$ cat src/rtl/bcd_pkg.sv
// Shared types, constants and helpers for the sequential binary-to-BCD converter.
package bcd_pkg;

   // Converter FSM states
   typedef enum logic [1:0] {
      StIdle  = 2'd0,
      StShift = 2'd1,
      StDone  = 2'd2
   } state_e;

   // Ceiling log2, never below 1 so that counters always have at least one bit
   function automatic int unsigned clog2(input int unsigned n);
      int unsigned r;
      r = 0;
      while ((64'd1 << r) < 64'(n)) r++;
      return (r == 0) ? 1 : r;
   endfunction

   // Decimal digits needed to show 2^bin_w - 1: ceil(bin_w * log10(2))
   function automatic int unsigned digits_needed(input int unsigned bin_w);
      return (bin_w * 30103 + 99999) / 100000;
   endfunction

   // Active-low segments, bit 0 = a ... bit 6 = g; codes 10..15 blank
   localparam logic [6:0] SEG_LUT [16] = '{
      7'h40, 7'h79, 7'h24, 7'h30, 7'h19, 7'h12, 7'h02, 7'h78,
      7'h00, 7'h10, 7'h7F, 7'h7F, 7'h7F, 7'h7F, 7'h7F, 7'h7F
   };

   localparam logic [6:0] SEG_DASH  = 7'h3F;
   localparam logic [6:0] SEG_BLANK = 7'h7F;

endpackage

$ cat src/rtl/bcd_seq_conv_if.sv
// Start/busy/done handshake and result bus of the BCD converter.
interface bcd_seq_conv_if #(
   parameter int unsigned BIN_W  = 8,
   parameter int unsigned DIGITS = 3
);
   logic                  start;
   logic [BIN_W-1:0]      bin_in;
   logic                  busy;
   logic                  done;
   logic [4*DIGITS-1:0]   bcd_out;
   logic                  overflow;

   modport master (output start, bin_in, input busy, done, bcd_out, overflow);
   modport slave  (input start, bin_in, output busy, done, bcd_out, overflow);
endinterface

$ cat src/rtl/bcd_dabble_digit.sv
// One BCD digit of the double-dabble datapath: correct by +3, then shift left one bit.
module bcd_dabble_digit (
   input  logic [3:0] digit_i,
   input  logic       shift_i,
   output logic [3:0] digit_o,
   output logic       shift_o
);
   logic [3:0] corr;

   // Add-3 correction (4-bit, no inter-digit carry) followed by the shift
   always_comb begin
      corr    = (digit_i > 4'd4) ? digit_i + 4'd3 : digit_i;
      shift_o = corr[3];
      digit_o = {corr[2:0], shift_i};
   end
endmodule

$ cat src/rtl/bcd_seq_conv.sv
// Sequential binary-to-BCD converter, one bit per clock (double dabble).
// Optional multiplexed 7-segment driver enabled by BCD_SEQ_CONV_SEG7_EN.
module bcd_seq_conv
   import bcd_pkg::*;
#(
   parameter int unsigned BIN_W       = 8,
   parameter int unsigned DIGITS      = 3
`ifdef BCD_SEQ_CONV_SEG7_EN
   ,
   parameter int unsigned REFRESH_DIV = 100000
`endif
) (
   input  logic              clk,
   input  logic              rst,
   bcd_seq_conv_if.slave     bus
`ifdef BCD_SEQ_CONV_SEG7_EN
   ,
   output logic [6:0]        seg,
   output logic [DIGITS-1:0] an
`endif
);
   localparam int unsigned CNT_W = clog2(BIN_W);
   localparam logic [CNT_W-1:0] CNT_LAST = CNT_W'(BIN_W - 1);

   state_e              state_q, state_d;
   logic [BIN_W-1:0]    shreg_q, shreg_d;
   logic [4*DIGITS-1:0] scratch_q, scratch_d, scratch_nxt;
   logic [CNT_W-1:0]    cnt_q, cnt_d;
   logic                sticky_q, sticky_d;
   logic [4*DIGITS-1:0] bcd_q, bcd_d;
   logic                ovf_q, ovf_d;
   logic [DIGITS:0]     chain;

   // The shift register MSB feeds digit 0; chain[DIGITS] is the bit lost off the top
   assign chain[0] = shreg_q[BIN_W-1];

   for (genvar g = 0; g < DIGITS; g++) begin : g_digit
      bcd_dabble_digit u_digit (
         .digit_i (scratch_q[4*g +: 4]),
         .shift_i (chain[g]),
         .digit_o (scratch_nxt[4*g +: 4]),
         .shift_o (chain[g+1])
      );
   end

   // State and datapath registers
   always_ff @(posedge clk) begin
      if (rst) begin
         state_q   <= StIdle;
         shreg_q   <= '0;
         scratch_q <= '0;
         cnt_q     <= '0;
         sticky_q  <= 1'b0;
         bcd_q     <= '0;
         ovf_q     <= 1'b0;
      end else begin
         state_q   <= state_d;
         shreg_q   <= shreg_d;
         scratch_q <= scratch_d;
         cnt_q     <= cnt_d;
         sticky_q  <= sticky_d;
         bcd_q     <= bcd_d;
         ovf_q     <= ovf_d;
      end
   end

   // Next-state and datapath control
   always_comb begin
      state_d   = state_q;
      shreg_d   = shreg_q;
      scratch_d = scratch_q;
      cnt_d     = cnt_q;
      sticky_d  = sticky_q;
      bcd_d     = bcd_q;
      ovf_d     = ovf_q;
      case (state_q)
         StIdle: begin
            if (bus.start) begin
               shreg_d   = bus.bin_in;
               scratch_d = '0;
               sticky_d  = 1'b0;
               cnt_d     = '0;
               state_d   = StShift;
            end
         end
         StShift: begin
            shreg_d   = {shreg_q[BIN_W-2:0], 1'b0};
            scratch_d = scratch_nxt;
            sticky_d  = sticky_q | chain[DIGITS];
            cnt_d     = cnt_q + CNT_W'(1);
            if (cnt_q == CNT_LAST) begin
               // Result only becomes visible on the completing edge
               bcd_d   = scratch_nxt;
               ovf_d   = sticky_q | chain[DIGITS];
               state_d = StDone;
            end
         end
         StDone:  state_d = StIdle;
         default: state_d = StIdle;
      endcase
   end

   assign bus.busy     = (state_q != StIdle);
   assign bus.done     = (state_q == StDone);
   assign bus.bcd_out  = bcd_q;
   assign bus.overflow = ovf_q;

`ifdef BCD_SEQ_CONV_SEG7_EN
   localparam int unsigned REF_W = clog2(REFRESH_DIV);
   localparam int unsigned IDX_W = clog2(DIGITS);
   localparam logic [REF_W-1:0] REF_LAST = REF_W'(REFRESH_DIV - 1);
   localparam logic [IDX_W-1:0] IDX_LAST = IDX_W'(DIGITS - 1);

   logic [REF_W-1:0]  refresh_q, refresh_d;
   logic [IDX_W-1:0]  idx_q, idx_d;
   logic [DIGITS-1:0] an_q, an_d;
   logic [6:0]        seg_q, seg_d;
   logic [3:0]        digit;

   // Scan registers; outputs are registered so they come out of reset dark
   always_ff @(posedge clk) begin
      if (rst) begin
         refresh_q <= '0;
         idx_q     <= '0;
         an_q      <= '1;
         seg_q     <= '1;
      end else begin
         refresh_q <= refresh_d;
         idx_q     <= idx_d;
         an_q      <= an_d;
         seg_q     <= seg_d;
      end
   end

   // Refresh divider, digit rotation and segment decode of the selected digit
   always_comb begin
      refresh_d = refresh_q + REF_W'(1);
      idx_d     = idx_q;
      if (refresh_q == REF_LAST) begin
         refresh_d = '0;
         idx_d     = (idx_q == IDX_LAST) ? '0 : idx_q + IDX_W'(1);
      end
      an_d        = '1;
      an_d[idx_q] = 1'b0;
      digit       = bcd_q[int'(idx_q)*4 +: 4];
      seg_d       = ovf_q ? SEG_DASH : SEG_LUT[digit];
   end

   assign seg = seg_q;
   assign an  = an_q;
`endif
endmodule

$ cat src/flat_wrapper.sv
// flat-port wrapper written by rule: the top's interface ports become plain ports
module bcd_seq_conv_flat import bcd_pkg::*;
#(
   parameter int unsigned BIN_W       = 8,
   parameter int unsigned DIGITS      = 3

)
  (clk, rst, bus_start, bus_bin_in, bus_busy, bus_done, bus_bcd_out, bus_overflow);
  bcd_seq_conv_if #(.BIN_W(BIN_W), .DIGITS(DIGITS)) bus_i ();
  input  logic clk;
  input  logic rst;
  input wire logic [$bits(bus_i.start)-1:0] bus_start;
  input wire logic [$bits(bus_i.bin_in)-1:0] bus_bin_in;
  output wire logic [$bits(bus_i.busy)-1:0] bus_busy;
  output wire logic [$bits(bus_i.done)-1:0] bus_done;
  output wire logic [$bits(bus_i.bcd_out)-1:0] bus_bcd_out;
  output wire logic [$bits(bus_i.overflow)-1:0] bus_overflow;
  assign bus_i.start = bus_start;
  assign bus_i.bin_in = bus_bin_in;
  assign bus_busy = bus_i.busy;
  assign bus_done = bus_i.done;
  assign bus_bcd_out = bus_i.bcd_out;
  assign bus_overflow = bus_i.overflow;
  bcd_seq_conv #(.BIN_W(BIN_W), .DIGITS(DIGITS)) u_core (.clk(clk), .rst(rst), .bus(bus_i));
endmodule
$ cat config.mk
export PLATFORM = sky130hd
export DESIGN_NAME = bcd_seq_conv_flat
export DESIGN_NICKNAME = d
export VERILOG_FILES = /design/src/rtl/bcd_pkg.sv /design/src/rtl/bcd_seq_conv_if.sv /design/src/rtl/bcd_dabble_digit.sv /design/src/rtl/bcd_seq_conv.sv /design/src/flat_wrapper.sv
export SDC_FILE = /design/constraint.sdc
export NUM_CORES = 1
export LEC_CHECK = 0
export CORE_ASPECT_RATIO = 2
export CORE_MARGIN = 4
export CORE_UTILIZATION = 35
export DETAILED_ROUTE_END_ITERATION = 10
export SLEW_MARGIN = 25
export SYNTH_ARGS = -nofsm -noshare
export SYNTH_HDL_FRONTEND = slang
export SYNTH_SLANG_ARGS = --single-unit
$ cat constraint.sdc
create_clock -name clk -period 1.4 [get_ports clk]
set_input_delay 0.35 -clock clk [delete_from_list [all_inputs] [get_ports clk]]
set_output_delay 0.35 -clock clk [all_outputs]
set_load 0.05 [all_outputs]
==> flow_summary.json, run 1 <==
{
  "tightest_slew_ns": 0.3343,
  "final_cells": 321,
  "clock_path_buffers": 2,
  "drive_gt1_share_pct": 34.60,
  "cp.required_ns": 1.05,
  "root_buffer": "clkbuf_8",
  "cp-startpoint": "u_core.state_q[1]",
  "totalWireLength_mm": 4.626,
  "place_ws_ns": -0.2920,
  "status": "finished, final reports clean",
  "num_antenna_cells": 0,
  "die-height_um": 112.7,
  "port-buffer-count": 25,
  "min_period_ns": 1.398,
  "utilization_pct": 52.24,
  "place_hpwl_mm": 3.446,
  "synth.area.top_cells": "dfxtp_1 41%, nor2_1 6.1%, ha_1 5.2%",
  "yosysSeqAreaShare_pct": 40.68,
  "gr-usage-all-layers_pct": 14.55,
  "tns_ns": 0,
  "reg2reg_to": "u_core.scratch_q[10]",
  "die_w_um": 60.37,
  "drv_slew": 0,
  "first_pass_iters": 4,
  "crit_type": "reg2out",
  "hp-class": "reg2reg",
  "ant_nets": 0,
  "synth.avg_cell_area_sq_um": 9.011,
  "grt_overflow_total": 0,
  "rrSetupSlack_ns": 0.08,
  "wl_per_cell_um": 14.41,
  "cap_violations": 0,
  "place_inst": 311,
  "power_density_nw_per_um2": 785.1,
  "syn_inst": 213,
  "yosys_warnings": 0,
  "cts.sinks": 39,
  "cts.reportedPaths.clkPinSlew_ns": 0.08,
  "ys_seq_elements": 39,
  "ios": 26,
  "grt_max_degree": 18,
  "area_delta_synth_final_pct": 42.37,
  "syn-cell-area_sq_um": 1919,
  "htreeDepth": 2,
  "leakage_nw": 1.129,
  "finClkSkew_ns": 0.006903,
  "clock_latency_ns": 0.29,
  "yosysUniqueCellTypes": 39,
  "drt_iter0_drc": 40,
  "crit_fanout": 6,
  "rr_worst_depth": 6,
  "cts_tree": "done",
  "grt_pass1_vias": 1659,
  "crit_path_end": "bus_busy",
  "dieArea_sq_um": 6805,
  "worstPathArrival_ns": 1.05,
  "yosys.area.top_type": "dfxtp_1",
  "dr_total_vias": 1655,
  "gp_congestion": 0.8578,
  "via_per_inst": 5.156,
  "final_nets": 281,
  "grt_pass1_wl_mm": 7.610,
  "cp-start-kind": "register",
  "drc": 0,
  "r2r-start": "u_core.scratch_q[9]",
  "hold_violations": 0,
  "cts_made_buffers": 5,
  "fin_crit_sh_pct": 99.87,
  "final-setup-viol-count": 0,
  "cp-end-kind": "output port",
  "synthArstFlopShare_pct": 0,
  "antenna_found_initial": 0,
  "start_util_pct": 36.69,
  "grt_setup_unrepaired": "true",
  "rows": 37,
  "yosysMostFrequentCell": "dfxtp_1",
  "synth_common_cells": "39 x dfxtp_1, 31 x nor2_1, 16 x a21oi_1, 15 x o21ai_0, 13 x inv_1",
  "clock.fmax_mhz": 715.2,
  "syn-num-nets": 232,
  "synth_flop_cell": "dfxtp_1",
  "ir_worst_vdd_mv": 0.8331,
  "whs_ns": 0.4826,
  "synth_edf_count": 0,
  "slew_headroom_pct": 77.13,
  "coreArea_sq_um": 5231,
  "synth_top_area_share_pct": 40.68,
  "setup_ws_ns": 0.001854
}
[worst max-delay path, cell delays in order, from the launching register on]
cell     delay [ns]
dfxtp_4        0.37
or2_4          0.24
buf_12         0.15
[cell type report]
class / instances / area, sq um
clock buffers: 7 / 76.32
clock inverters: 1 / 5.005
fillers: 507 / 2499
inverters: 13 / 48.80
multi-input cells: 149 / 1089
flip-flops and latches: 39 / 792.0
well taps: 58 / 72.57
repair buffers: 54 / 649.4
[flip-flops by register name (all words and copies together) (netlist names)]
name                 flops
u_core.bus.bcd_out      12
u_core.bus.overflow      1
u_core.cnt_q             3
u_core.scratch_q        12
u_core.shreg_q           8
u_core.state_q           2
u_core.sticky_q          1
[how the worst min path moves through the flow]
| stage | start | endpoint | slack [ns] | depth (start not counted) |
|---|---|---|---|---|
| 6_report | u_core.cnt_q[0] | u_core.cnt_q[0] | 0.48 | 1 |
| 5_1_grt | u_core.scratch_q[9] | u_core.scratch_q[9] | 0.51 | 1 |
| 4_1_cts | u_core.cnt_q[0] | u_core.cnt_q[0] | 0.48 | 1 |
| 3_5_place_dp | u_core.cnt_q[0] | u_core.cnt_q[0] | 0.47 | 1 |
| 3_3_place_gp | u_core.cnt_q[0] | u_core.cnt_q[0] | 0.46 | 1 |
| 2_1_floorplan | u_core.cnt_q[0] | u_core.cnt_q[0] | 0.44 | 1 |
[cells by family after synthesis]
| logic type | count (synthesis) | share of synthesized area (%) |
|---|---|---|
| AO/OA/AOI/OAI | 58 | 21.19 |
| XOR/XNOR | 3 | 1.369 |
| adder cells (fa/ha/maj) | 8 | 5.215 |
| buffers and inverters | 25 | 7.040 |
| flip-flops | 39 | 40.68 |
| multiplexers | 6 | 3.520 |
| AND/OR/NAND/NOR | 74 | 20.99 |
[metal layers]
metal / global-route usage (%) / routed length (um)
met1: 15.93 / 1832
met2: 25.51 / 2488
met3: 2.740 / 161
met4: 7.101 / 144
met5: 0 / 0
[where the power goes]
group	internal, mW	switching [mW]
clock network	0.350	0.383
registers	1.13	0.0192
logic	0.133	0.128
total	1.62	0.529
[per-stage QoR]
stage	area, sq um	power (mW)
floorplan	1927	1.328
global placement	2541	1.430
detailed placement	2541	1.432
CTS	2675	2.169
global route	2733	2.236
finish	2733	2.145
[layout by cell type, fill, tap and decap left out, types with 2 or more instances in the layout]
master and instances:
nand2_1 9, a21oi_1 13, o31ai_1 2, inv_2 4, xnor2_1 3, dfxtp_2 3, a22oi_1 5, a22o_1 3
nand3b_1 7, o21ai_1 7, nor2_1 31, o21ai_0 7, nor3_1 4, a21oi_2 3, a211oi_1 2, ha_4 2
buf_12 17, clkbuf_8 5, nor2b_1 5, mux2_2 3, nand2_4 2, mux2_4 3, nor2_4 2, buf_4 26
dfxtp_4 2, o21a_1 3, o221a_2 2, clkbuf_1 2, a311oi_2 3, nand2b_1 5, nor2b_4 2, ha_1 4
dfxtp_1 34, ha_2 2, o2bb2ai_1 4, inv_1 9, clkdlybuf4s50_1 9
[timing repair]
action                     4_1_cts  5_1_grt
hold buffers                     0        0
buffers inserted                 2        0
resized for setup               13       26
setup endpoints to repair       14       32
cloned                           0        0
pin swaps                        0        5
Power figures use the tool's default switching activity.
==> inputs of run 2 (changes only) <==
- PLACE_DENSITY: default -> 0.69
==> run 2 against run 1 <==
The run now ends with setup timing left; via count up 2.4%; worst setup slack got worse by 0.0036 ns; sequential power about the same; non-clock buffer count increased by 4; wire length rose by 6.1%; die area unchanged; clock power decreased by 2%; final cell count is 0.62% higher; design area up 1.6%; clock skew fell by 0.0046 ns; critical endpoint unchanged; largest cell class unchanged.
==> flow_summary.json, run 2 (synthesis results as in run 1) <==
{
  "wl_per_cell_um": 15.19,
  "crit_fanout": 4,
  "grt_pass1_vias": 1867,
  "tightest_slew_ns": 0.2981,
  "htreeDepth": 2,
  "worst-path-stages": 2,
  "place_hpwl_mm": 3.585,
  "regArea_sq_um": 792.0,
  "grt_max_degree": 18,
  "hold_violations": 0,
  "cp-startpoint": "u_core.state_q[1]",
  "grt_pass1_wl_mm": 8.266,
  "root_buffer": "clkbuf_8",
  "ios": 26,
  "setup_ws_ns": -0.001731,
  "crit_path_end": "bus_busy",
  "worstPathArrival_ns": 1.05,
  "drv_slew": 0,
  "cts.sinks": 39,
  "drive_gt1_share_pct": 37.36,
  "power_mw": 2.141,
  "num_antenna_cells": 0,
  "place_inst": 314,
  "rr_worst_depth": 5,
  "power_density_nw_per_um2": 771.6,
  "status": "finished with violations",
  "die_w_um": 60.37,
  "hp-class": "reg2reg",
  "gr-usage-all-layers_pct": 16.05,
  "fin_crit_sh_pct": 100.1,
  "finClkSkew_ns": 0.002339,
  "die-height_um": 112.7,
  "start_util_pct": 36.69,
  "slew_headroom_pct": 80.07,
  "cp-end-kind": "output port",
  "first_pass_iters": 4,
  "slowest_delay_ns": 0.36,
  "port-buffer-count": 25,
  "final_common_cell": "dfxtp_1",
  "ant_nets": 0,
  "clock_latency_ns": 0.29,
  "cts_tree": "done",
  "clock_path_buffers": 2,
  "gp_congestion": 0.8046,
  "rrSetupSlack_ns": 0.06,
  "antenna_found_initial": 0,
  "reg2reg_to": "u_core.scratch_q[3]",
  "grt_setup_unrepaired": "true",
  "final_nets": 285,
  "drc": 0,
  "ir_worst_vdd_mv": 0.6485,
  "violations": "setup timing",
  "cts_made_buffers": 5,
  "crit_family": "flip-flops",
  "grt_overflow_total": 0,
  "clock.fmax_mhz": 713.4,
  "critPathBufInv": 1,
  "final_cell_mix": "34 x dfxtp_1, 31 x nor2_1, 28 x buf_4",
  "min_period_ns": 1.402,
  "dr_total_vias": 1695,
  "tns_ns": -0.001731,
  "rows": 37,
  "drt_iter0_drc": 86,
  "slowest_stage": "dfxtp_4",
  "cp-start-kind": "register",
  "final-setup-viol-count": 1,
  "r2r-start": "u_core.state_q[1]",
  "via_per_inst": 5.248,
  "cap_violations": 0,
  "coreArea_sq_um": 5231,
  "leakage_nw": 1.138,
  "dieArea_sq_um": 6805,
  "cts.reportedPaths.clkPinSlew_ns": 0.07,
  "totalWireLength_mm": 4.906,
  "multiInputGateArea_sq_um": 1094,
  "crit_chain": "or2_4 -> buf_12",
  "crit_type": "reg2out",
  "cp.required_ns": 1.05,
  "fillers": 461,
  "area_delta_synth_final_pct": 44.59,
  "final_cells": 323
}
run 2: cell types whose count changed in the layout (fill, tap and decap cells not counted), sizes merged:
cell,delta
clkinv,-1
buf,+4
clkbuf,-1
run 2: worst min-delay path by stage:
stage	start	to	slack, ns	cells after the start
after floorplan	u_core.cnt_q[0]	u_core.cnt_q[0]	0.44	1
after global placement	u_core.cnt_q[0]	u_core.cnt_q[0]	0.46	1
after detailed placement	u_core.cnt_q[0]	u_core.cnt_q[0]	0.47	1
after CTS	u_core.cnt_q[0]	u_core.cnt_q[0]	0.49	1
after global routing	u_core.scratch_q[9]	u_core.scratch_q[9]	0.52	1
final	u_core.cnt_q[0]	u_core.cnt_q[0]	0.49	1
run 2: per-stage QoR:
stage	cell area, sq um	util [%]	hold slack, ns	setup slack [ns]
after detailed placement	2576	49.25	0.4720	-0.2617
after floorplan	1927	-	0.4435	0.04461
after global placement	2576	49.25	0.4611	-0.2486
after global routing	2775	53.05	0.5156	-0.02996
after CTS	2703	51.66	0.4862	-0.0009681
final	2775	53.05	0.4923	-0.001731
run 2: report_power, final:
| part | switching (mW) | internal [mW] |
|---|---|---|
| clock network | 0.389 | 0.333 |
| logic | 0.132 | 0.134 |
| registers | 0.0211 | 1.13 |
| total | 0.542 | 1.60 |
run 2: cell type report:
| class | count | area share, % |
|---|---|---|
| multi-input cells | 149 | 39.40 |
| flip-flops and latches | 39 | 28.54 |
| repair buffers | 58 | 25.07 |
| clock buffers | 6 | 2.615 |
| well taps | 58 | 2.615 |
| inverters | 13 | 1.758 |
run 2: metal layers:
layer,share of wire [%],vias up,GRT usage [%]
li1,-,835,-
met1,36,808,15.78
met2,57,35,28.76
met3,3.6,17,4.224
met4,3.4,0,8.728
met5,0,-,0
run 2: worst reg2reg max path, cell delays in order, from the launching register on:
cell     delay, ns
dfxtp_4       0.36
buf_4         0.14
buf_4         0.16
nor2_4        0.23
nor2_4        0.11
a22o_1        0.24
run 2: timing repair:
item,in CTS,in global routing
setup buffers,3,0
hold buffers,0,0
setup endpoints to repair,10,27
pin swaps,1,7
resized for setup,13,33
